$ cat config.mk
export PLATFORM = sky130hd
export DESIGN_NAME = fft_pts_flat
export DESIGN_NICKNAME = d
export VERILOG_FILES = /design/src/rtl/fas_pkg.sv /design/src/rtl/fft_pts_if.sv /design/src/rtl/fft_frame_buf.sv /design/src/rtl/fft_pts.sv /design/src/flat_wrapper.sv
export SDC_FILE = /design/constraint.sdc
export NUM_CORES = 1
export LEC_CHECK = 0
export ABC_AREA = 0
export CORE_ASPECT_RATIO = 0.75
export CORE_MARGIN = 1
export CORE_UTILIZATION = 60
export CTS_BUF_LIST = sky130_fd_sc_hd__clkbuf_4
export CTS_CLUSTER_DIAMETER = 40
export DETAILED_ROUTE_END_ITERATION = 10
export PLACE_DENSITY = 0.85
export SLEW_MARGIN = 20
export SYNTH_ARGS = -nofsm -noshare
export SYNTH_HDL_FRONTEND = slang
export SYNTH_SLANG_ARGS = --single-unit
$ cat constraint.sdc
create_clock -name CLK -period 47.3 [get_ports CLK]
set_clock_uncertainty 0.05 [all_clocks]
set_input_delay 7.095 -clock CLK [delete_from_list [all_inputs] [get_ports CLK]]
set_output_delay 7.095 -clock CLK [all_outputs]
set_load 0.005 [all_outputs]
$ cat src/rtl/fas_pkg.sv
`default_nettype none
// +--------------------------------------------------------------------+
// | fas_pkg                                                            |
// | Shared constants, FSM state type and bin-order helper for the      |
// | frequency-analysis pipeline.                                       |
// | Revision: 1.0                                                      |
// +--------------------------------------------------------------------+
package fas_pkg;

   localparam int NPT    = 16;
   localparam int DW_DEF = 32;

   typedef enum logic [0:0] {
      IDLE = 1'b0,
      SEND = 1'b1
   } pts_state_t;

   // FFT output slot k holds bin bitrev4(k); reversing the 4-bit index maps back
   function automatic logic [3:0] bitrev4(input logic [3:0] k);
      return {k[0], k[1], k[2], k[3]};
   endfunction

endpackage
`default_nettype wire

$ cat src/rtl/fft_pts_if.sv
`default_nettype none
// +--------------------------------------------------------------------+
// | fft_pts_if                                                         |
// | Frame capture strobe/data plus valid/ready output stream of the    |
// | FFT parallel-to-serial unloader.                                   |
// | Revision: 1.0                                                      |
// +--------------------------------------------------------------------+
interface fft_pts_if
   import fas_pkg::*;
#(
   parameter int DW = DW_DEF
);
   logic          fft_valid;
   logic [DW-1:0] fft_d0,  fft_d1,  fft_d2,  fft_d3;
   logic [DW-1:0] fft_d4,  fft_d5,  fft_d6,  fft_d7;
   logic [DW-1:0] fft_d8,  fft_d9,  fft_d10, fft_d11;
   logic [DW-1:0] fft_d12, fft_d13, fft_d14, fft_d15;
   logic          out_ready;
   logic          out_valid;
   logic [DW-1:0] out_d;
   logic [3:0]    out_idx;
   logic          out_last;
   logic          busy;
   logic          overflow;
   logic [7:0]    drop_cnt;

   // Unloader side
   modport slave (
      input  fft_valid,
      input  fft_d0, fft_d1, fft_d2, fft_d3, fft_d4, fft_d5, fft_d6, fft_d7,
      input  fft_d8, fft_d9, fft_d10, fft_d11, fft_d12, fft_d13, fft_d14, fft_d15,
      input  out_ready,
      output out_valid, out_d, out_idx, out_last, busy, overflow, drop_cnt
   );

   // FFT core / sink side
   modport master (
      output fft_valid,
      output fft_d0, fft_d1, fft_d2, fft_d3, fft_d4, fft_d5, fft_d6, fft_d7,
      output fft_d8, fft_d9, fft_d10, fft_d11, fft_d12, fft_d13, fft_d14, fft_d15,
      output out_ready,
      input  out_valid, out_d, out_idx, out_last, busy, overflow, drop_cnt
   );
endinterface
`default_nettype wire

$ cat src/rtl/fft_frame_buf.sv
`default_nettype none
// +--------------------------------------------------------------------+
// | fft_frame_buf                                                      |
// | 16-word register bank: all slots written in one cycle, one word    |
// | read through a 4-bit indexed mux.                                  |
// | Revision: 1.0                                                      |
// +--------------------------------------------------------------------+
module fft_frame_buf
   import fas_pkg::*;
#(
   parameter int DW = DW_DEF
) (
   input  logic                   clk_i,
   input  logic                   we_i,
   input  logic [NPT-1:0][DW-1:0] wdata_i,
   input  logic [3:0]             raddr_i,
   output logic [DW-1:0]          rdata_o
);
   // Frame contents carry no reset; occupancy is tracked by the owner
   logic [NPT-1:0][DW-1:0] mem_q;

   // Whole-frame capture in a single cycle
   always_ff @(posedge clk_i) begin
      if (we_i) begin
         mem_q <= wdata_i;
      end
   end

   assign rdata_o = mem_q[raddr_i];
endmodule
`default_nettype wire

$ cat src/rtl/fft_pts.sv
`default_nettype none
// +--------------------------------------------------------------------+
// | fft_pts                                                            |
// | Ping-pong FFT frame unloader: captures a 16-word frame on a strobe |
// | and streams it out one word per cycle over valid/ready.            |
// | Revision: 1.0                                                      |
// +--------------------------------------------------------------------+
module fft_pts
   import fas_pkg::*;
#(
   parameter int DW     = DW_DEF,
   parameter bit BITREV = 1'b0
) (
   input logic       CLK,
   input logic       RST,
   fft_pts_if.slave  bus
);
   pts_state_t state_q, state_d;
   logic [1:0] full_q, full_d;
   logic       rd_sel_q, rd_sel_d;
   logic [3:0] cnt_q, cnt_d;
   logic       ovf_q, ovf_d;
   logic [7:0] drop_q, drop_d;

   logic [NPT-1:0][DW-1:0] w_frame;
   logic [DW-1:0]          w_rdata [2];
   logic [1:0]             w_we;
   logic [1:0]             w_free;
   logic [3:0]             w_raddr;
   logic                   w_accept, w_release, w_other;
   logic                   w_cap, w_drop, w_wr_sel;

   assign w_frame[0]  = bus.fft_d0;
   assign w_frame[1]  = bus.fft_d1;
   assign w_frame[2]  = bus.fft_d2;
   assign w_frame[3]  = bus.fft_d3;
   assign w_frame[4]  = bus.fft_d4;
   assign w_frame[5]  = bus.fft_d5;
   assign w_frame[6]  = bus.fft_d6;
   assign w_frame[7]  = bus.fft_d7;
   assign w_frame[8]  = bus.fft_d8;
   assign w_frame[9]  = bus.fft_d9;
   assign w_frame[10] = bus.fft_d10;
   assign w_frame[11] = bus.fft_d11;
   assign w_frame[12] = bus.fft_d12;
   assign w_frame[13] = bus.fft_d13;
   assign w_frame[14] = bus.fft_d14;
   assign w_frame[15] = bus.fft_d15;

   // The buffer being drained counts as free in the cycle its last word is taken
   assign w_accept  = (state_q == SEND) && bus.out_ready;
   assign w_release = w_accept && (cnt_q == 4'd15);
   assign w_other   = ~rd_sel_q;
   assign w_free[0] = ~full_q[0] | (w_release & ~rd_sel_q);
   assign w_free[1] = ~full_q[1] | (w_release &  rd_sel_q);

   // Capture prefers the buffer not being read so a release never races a write
   assign w_wr_sel = w_free[w_other] ? w_other : rd_sel_q;
   assign w_cap    = bus.fft_valid && (w_free[0] || w_free[1]);
   assign w_drop   = bus.fft_valid && !(w_free[0] || w_free[1]);

   if (BITREV) begin : g_bitrev
      assign w_raddr = bitrev4(cnt_q);
   end else begin : g_natural
      assign w_raddr = cnt_q;
   end

   // Decode the capture target into per-buffer write enables
   always_comb begin
      w_we = 2'b00;
      if (w_cap) begin
         w_we[w_wr_sel] = 1'b1;
      end
   end

   for (genvar g = 0; g < 2; g++) begin : g_buf
      fft_frame_buf #(.DW(DW)) u_buf (
         .clk_i   (CLK),
         .we_i    (w_we[g]),
         .wdata_i (w_frame),
         .raddr_i (w_raddr),
         .rdata_o (w_rdata[g])
      );
   end

   // FSM state register
   always_ff @(posedge CLK) begin
      if (!RST) begin
         state_q <= IDLE;
      end else begin
         state_q <= state_d;
      end
   end

   // Next state, buffer occupancy, read pointer and drop accounting
   always_comb begin
      state_d  = state_q;
      cnt_d    = cnt_q;
      rd_sel_d = rd_sel_q;
      full_d   = full_q;
      if (w_release) begin
         full_d[rd_sel_q] = 1'b0;
      end
      if (w_cap) begin
         full_d[w_wr_sel] = 1'b1;
      end
      case (state_q)
         IDLE: begin
            if (|full_d) begin
               state_d  = SEND;
               cnt_d    = 4'd0;
               rd_sel_d = full_d[rd_sel_q] ? rd_sel_q : w_other;
            end
         end
         SEND: begin
            if (w_accept) begin
               if (cnt_q == 4'd15) begin
                  cnt_d = 4'd0;
                  if (full_d[w_other]) begin
                     rd_sel_d = w_other;
                  end else begin
                     state_d = IDLE;
                  end
               end else begin
                  cnt_d = cnt_q + 4'd1;
               end
            end
         end
         default: state_d = IDLE;
      endcase
      ovf_d  = w_drop;
      drop_d = (w_drop && (drop_q != 8'hFF)) ? drop_q + 8'd1 : drop_q;
   end

   // Datapath registers
   always_ff @(posedge CLK) begin
      if (!RST) begin
         full_q   <= 2'b00;
         rd_sel_q <= 1'b0;
         cnt_q    <= 4'd0;
         ovf_q    <= 1'b0;
         drop_q   <= 8'd0;
      end else begin
         full_q   <= full_d;
         rd_sel_q <= rd_sel_d;
         cnt_q    <= cnt_d;
         ovf_q    <= ovf_d;
         drop_q   <= drop_d;
      end
   end

   // Outputs come only from registers; the data path is zeroed while idle
   always_comb begin
      bus.out_valid = (state_q == SEND);
      bus.out_d     = (state_q == SEND) ? w_rdata[rd_sel_q] : '0;
      bus.out_idx   = (state_q == SEND) ? cnt_q : 4'd0;
      bus.out_last  = (state_q == SEND) && (cnt_q == 4'd15);
      bus.busy      = |full_q;
      bus.overflow  = ovf_q;
      bus.drop_cnt  = drop_q;
   end
endmodule
`default_nettype wire

$ cat src/flat_wrapper.sv
// flat-port wrapper written by rule: the top's interface ports become plain ports
module fft_pts_flat import fas_pkg::*;
#(
   parameter int DW     = DW_DEF,
   parameter bit BITREV = 1'b0
)
  (CLK, RST, bus_fft_valid, bus_fft_d0, bus_fft_d1, bus_fft_d2, bus_fft_d3, bus_fft_d4, bus_fft_d5, bus_fft_d6, bus_fft_d7, bus_fft_d8, bus_fft_d9, bus_fft_d10, bus_fft_d11, bus_fft_d12, bus_fft_d13, bus_fft_d14, bus_fft_d15, bus_out_ready, bus_out_valid, bus_out_d, bus_out_idx, bus_out_last, bus_busy, bus_overflow, bus_drop_cnt);
  fft_pts_if #(.DW(DW)) bus_i ();
  input logic CLK;
  input logic RST;
  input wire logic [$bits(bus_i.fft_valid)-1:0] bus_fft_valid;
  input wire logic [$bits(bus_i.fft_d0)-1:0] bus_fft_d0;
  input wire logic [$bits(bus_i.fft_d1)-1:0] bus_fft_d1;
  input wire logic [$bits(bus_i.fft_d2)-1:0] bus_fft_d2;
  input wire logic [$bits(bus_i.fft_d3)-1:0] bus_fft_d3;
  input wire logic [$bits(bus_i.fft_d4)-1:0] bus_fft_d4;
  input wire logic [$bits(bus_i.fft_d5)-1:0] bus_fft_d5;
  input wire logic [$bits(bus_i.fft_d6)-1:0] bus_fft_d6;
  input wire logic [$bits(bus_i.fft_d7)-1:0] bus_fft_d7;
  input wire logic [$bits(bus_i.fft_d8)-1:0] bus_fft_d8;
  input wire logic [$bits(bus_i.fft_d9)-1:0] bus_fft_d9;
  input wire logic [$bits(bus_i.fft_d10)-1:0] bus_fft_d10;
  input wire logic [$bits(bus_i.fft_d11)-1:0] bus_fft_d11;
  input wire logic [$bits(bus_i.fft_d12)-1:0] bus_fft_d12;
  input wire logic [$bits(bus_i.fft_d13)-1:0] bus_fft_d13;
  input wire logic [$bits(bus_i.fft_d14)-1:0] bus_fft_d14;
  input wire logic [$bits(bus_i.fft_d15)-1:0] bus_fft_d15;
  input wire logic [$bits(bus_i.out_ready)-1:0] bus_out_ready;
  output wire logic [$bits(bus_i.out_valid)-1:0] bus_out_valid;
  output wire logic [$bits(bus_i.out_d)-1:0] bus_out_d;
  output wire logic [$bits(bus_i.out_idx)-1:0] bus_out_idx;
  output wire logic [$bits(bus_i.out_last)-1:0] bus_out_last;
  output wire logic [$bits(bus_i.busy)-1:0] bus_busy;
  output wire logic [$bits(bus_i.overflow)-1:0] bus_overflow;
  output wire logic [$bits(bus_i.drop_cnt)-1:0] bus_drop_cnt;
  assign bus_i.fft_valid = bus_fft_valid;
  assign bus_i.fft_d0 = bus_fft_d0;
  assign bus_i.fft_d1 = bus_fft_d1;
  assign bus_i.fft_d2 = bus_fft_d2;
  assign bus_i.fft_d3 = bus_fft_d3;
  assign bus_i.fft_d4 = bus_fft_d4;
  assign bus_i.fft_d5 = bus_fft_d5;
  assign bus_i.fft_d6 = bus_fft_d6;
  assign bus_i.fft_d7 = bus_fft_d7;
  assign bus_i.fft_d8 = bus_fft_d8;
  assign bus_i.fft_d9 = bus_fft_d9;
  assign bus_i.fft_d10 = bus_fft_d10;
  assign bus_i.fft_d11 = bus_fft_d11;
  assign bus_i.fft_d12 = bus_fft_d12;
  assign bus_i.fft_d13 = bus_fft_d13;
  assign bus_i.fft_d14 = bus_fft_d14;
  assign bus_i.fft_d15 = bus_fft_d15;
  assign bus_i.out_ready = bus_out_ready;
  assign bus_out_valid = bus_i.out_valid;
  assign bus_out_d = bus_i.out_d;
  assign bus_out_idx = bus_i.out_idx;
  assign bus_out_last = bus_i.out_last;
  assign bus_busy = bus_i.busy;
  assign bus_overflow = bus_i.overflow;
  assign bus_drop_cnt = bus_i.drop_cnt;
  fft_pts #(.DW(DW), .BITREV(BITREV)) u_core (.CLK(CLK), .RST(RST), .bus(bus_i));
endmodule
==> impl_metrics.toml <==
[clocking]
numClockSinks = 1041
path_clk_slew_ns = 0.08
cts_buffers = 231
clk-insertion-delay-late_ns = 1.08
h-tree-depth = 4
ctsHoldBuffers = 0
cts-root-buf = "clkbuf_4"
cts_tree = "built"
clockBufferDepth = 3
cts_setup_buffers = 0
ctsResizeCount = 0

[route]
drt_iter0_drc = 2748
final_antenna_net_count = 0
drt_wl_total_um = 106000
drc = 0
vias_per_cell = 6.27
num_vias = 23000
first_pass_iters = 5
wire_per_inst_um = 29.0

[sta]
hold_viol = 0
fmax_mhz = 74.9
setup_ws_ns = 33.95
fin_crit_ns = 13.35
rsz0062_at_grt = "no"
min_period_over_period_pct = 28.2
setup_violations = 0
finalMaxSlewViolations = 0
relSlewSlack_pct = 18.6
finalSetupTns_ns = 0
worst_slew_pin_slew_ns = 1.22

[grt]
grt_pass1_wl_um = 152000
track_usage_pct = 31.7
antenna_found_initial = 42
grt_overflow = 0
grt_max_degree = 183
grt_pass1_vias = 23700

[placed_design]
dpl.hpwl_um = 66300
dp_slack_ns = 35.08
gp_congestion = 0.884
placement.io_buffers = 563
placed_cells = 3209

[synth]
synth_cell_types = 47
yosys.area_share.xor_xnor_pct = 0.177
synthArstFlopShare_pct = 0
syn-instance-count = 1856
ys.flop_type = "edfxtp_1"
ys_ff_latch = 1041
yosysTopAreaCell = "edfxtp_1"
synthTopCellsByCount = "1024 x edfxtp_1, 192 x mux4_2, 128 x mux2i_1"
synth_fa_ha_area_share_pct = 0.0632
muxShareOfSynthArea_pct = 14.2
synth_top_family_by_area = "multiplexers"
synth.most_common_cell = "edfxtp_1"
synthTopCellsByArea = "edfxtp_1 78%, mux4_2 11%, mux2i_1 3.2%, a2111oi_0 1.3%, o22ai_1 0.99%"
avgSynthCellArea_um2 = 21.3
synth-simple-area-share_pct = 1.68
synth-edff-count = 1024
syn-num-nets = 2374
yosysSeqAreaShare_pct = 78.5
synth_compound_area_share_pct = 3.98
yosys_warnings = 0
syn-cell-area_um2 = 39600
synth_top_area_share_pct = 77.6

[power_and_ir_drop]
power.density_nw_per_um2 = 42.5
p_leak_uw = 0.0158
power_uw = 2090
vdd_drop_max_v = 0.0000327

[floorplan]
rows = 81
start_util_pct = 60.7
dieArea_um2 = 67100
core_um2 = 65300
ios = 564
die_y_um = 225
die_x_um = 299

[worst_setup_path]
path_cells = "buf_4 -> buf_4 -> buf_4 -> mux4_2 -> a22o_1 -> a2111oi_0 -> nor3_1 -> clkdlybuf4s50_1"
cp-start-kind = "flip-flop"
path_buf_inv = 4
crit_fanout = 52
reg2reg_depth = 8
worst_ep_arrival_time_ns = 6.20
cp_top_family = "buffers and inverters"
worst-setup-path-type = "flip-flop to output port"
max_stage_delay_ns = 0.86
critPathMostFrequentCell = "buf_4"
path_depth = 8
end_kind = "output port"
critPathRequiredTime_ns = 40.15
cp_slowest_cell = "dfxtp_4"

[layout]
multi_input_area_um2 = 8020
nets = 3089
layout-drive-gt1-share_pct = 22.4
num-fill-cells = 3476
final_cells = 3670
seqCellArea_um2 = 31100
layout-area-overhead-vs-synth_pct = 24.5

[hold_path]
hold_path_class = "flip-flop to flip-flop"
whs_path_depth = 2

[run]
cap_violations = 0

[outcome]
status = "complete, no violations"
==> final cells by class <==
| type | instances | area share, % |
|---|---|---|
| Antenna cell | 36 | 0.183 |
| Clock buffer | 356 | 5.42 |
| Clock inverter | 69 | 0.804 |
| Inverter | 5 | 0.0380 |
| Multi-Input combinational cell | 699 | 16.3 |
| Sequential cell | 1041 | 63.0 |
| Tap cell | 871 | 2.21 |
| Timing Repair Buffer | 593 | 12.0 |
==> sequential cells by signal, indices dropped and copies added (netlist names) <==
signal and flops:
u_core.g_buf.u_buf.mem_q 1024, u_core.bus.drop_cnt 8, u_core.cnt_q 4, u_core.full_q 2, u_core.bus.out_valid 1, u_core.bus.overflow 1, u_core.rd_sel_q 1
==> layout by cell type, fill, tap and decap left out, types with 3 or more instances in the layout <==
master and n:
nand2_1 71, o22ai_1 63, xnor2_1 8, clkinv_2 6
o21ai_0 7, nor3_1 32, clkinvlp_4 4, nand3_1 5
dfxtp_4 3, buf_4 22, inv_2 5, and2_1 5
a21oi_1 38, nor4_1 3, mux4_2 192, a22o_1 32
a2111oi_0 60, dfxtp_1 12, clkdlybuf4s50_1 563, bufinv_16 4
diode_2 36, buf_12 4, buf_6 3, mux2i_1 128
clkinv_1 51, clkbuf_4 356, edfxtp_1 1024, nor2_1 18
==> where the power goes <==
group	switching (µW)	leakage [µW]	total [µW]	internal, µW
registers	28.1	0.00972	1160	1130
logic	122	0.00430	222	100
clock network	349	0.00182	714	364
total	499	0.0158	2090	1600
==> kinds of logic after synthesis <==
family | Yosys count
AO/OA/AOI/OAI | 217
adder cells (fa/ha/maj) | 2
XOR/XNOR | 8
flip-flops | 1041
buffers and inverters | 116
AND/OR/NAND/NOR | 150
multiplexers | 322
==> stage by stage <==
step	instance area, µm²	hold WS [ns]	util, %
after floorplan	39600	0.449	-
after global placement	46100	0.447	70.7
after detailed placement	46200	0.470	70.7
after CTS	49200	0.479	75.4
after global routing	49300	0.530	75.5
final	49300	0.482	75.6
==> final timing paths <==
check / startpoint / end / slack (ns)
hold / removal: u_core.bus.drop_cnt[1] / u_core.bus.drop_cnt[1] / 0.48
hold reg to reg: u_core.bus.drop_cnt[1] / u_core.bus.drop_cnt[1] / 0.48
setup reg to reg: u_core.cnt_q[3] / u_core.g_buf[0].u_buf.mem_q[33] / 41.55
setup / recovery: u_core.cnt_q[1] / bus_out_d[5] / 33.95
==> worst register-to-register path: stages, from the launching register on <==
cell     delay, ns
dfxtp_2       0.33
buf_4         0.67
and2_2        0.42
buf_4         0.64
nand3_1       0.33
o21ai_0       0.29
o211a_4       0.90
buf_12        0.68
buf_6         0.94
==> per-layer routing <==
| layer | track usage [%] | share of wire [%] |
|---|---|---|
| met3 | 10.9 | 11 |
| met5 | 0 | 0.15 |
| met4 | 14.5 | 3.4 |
| met2 | 49.4 | 49 |
| met1 | 40.7 | 36 |
Note: power is estimated with default switching activity, not from simulation.
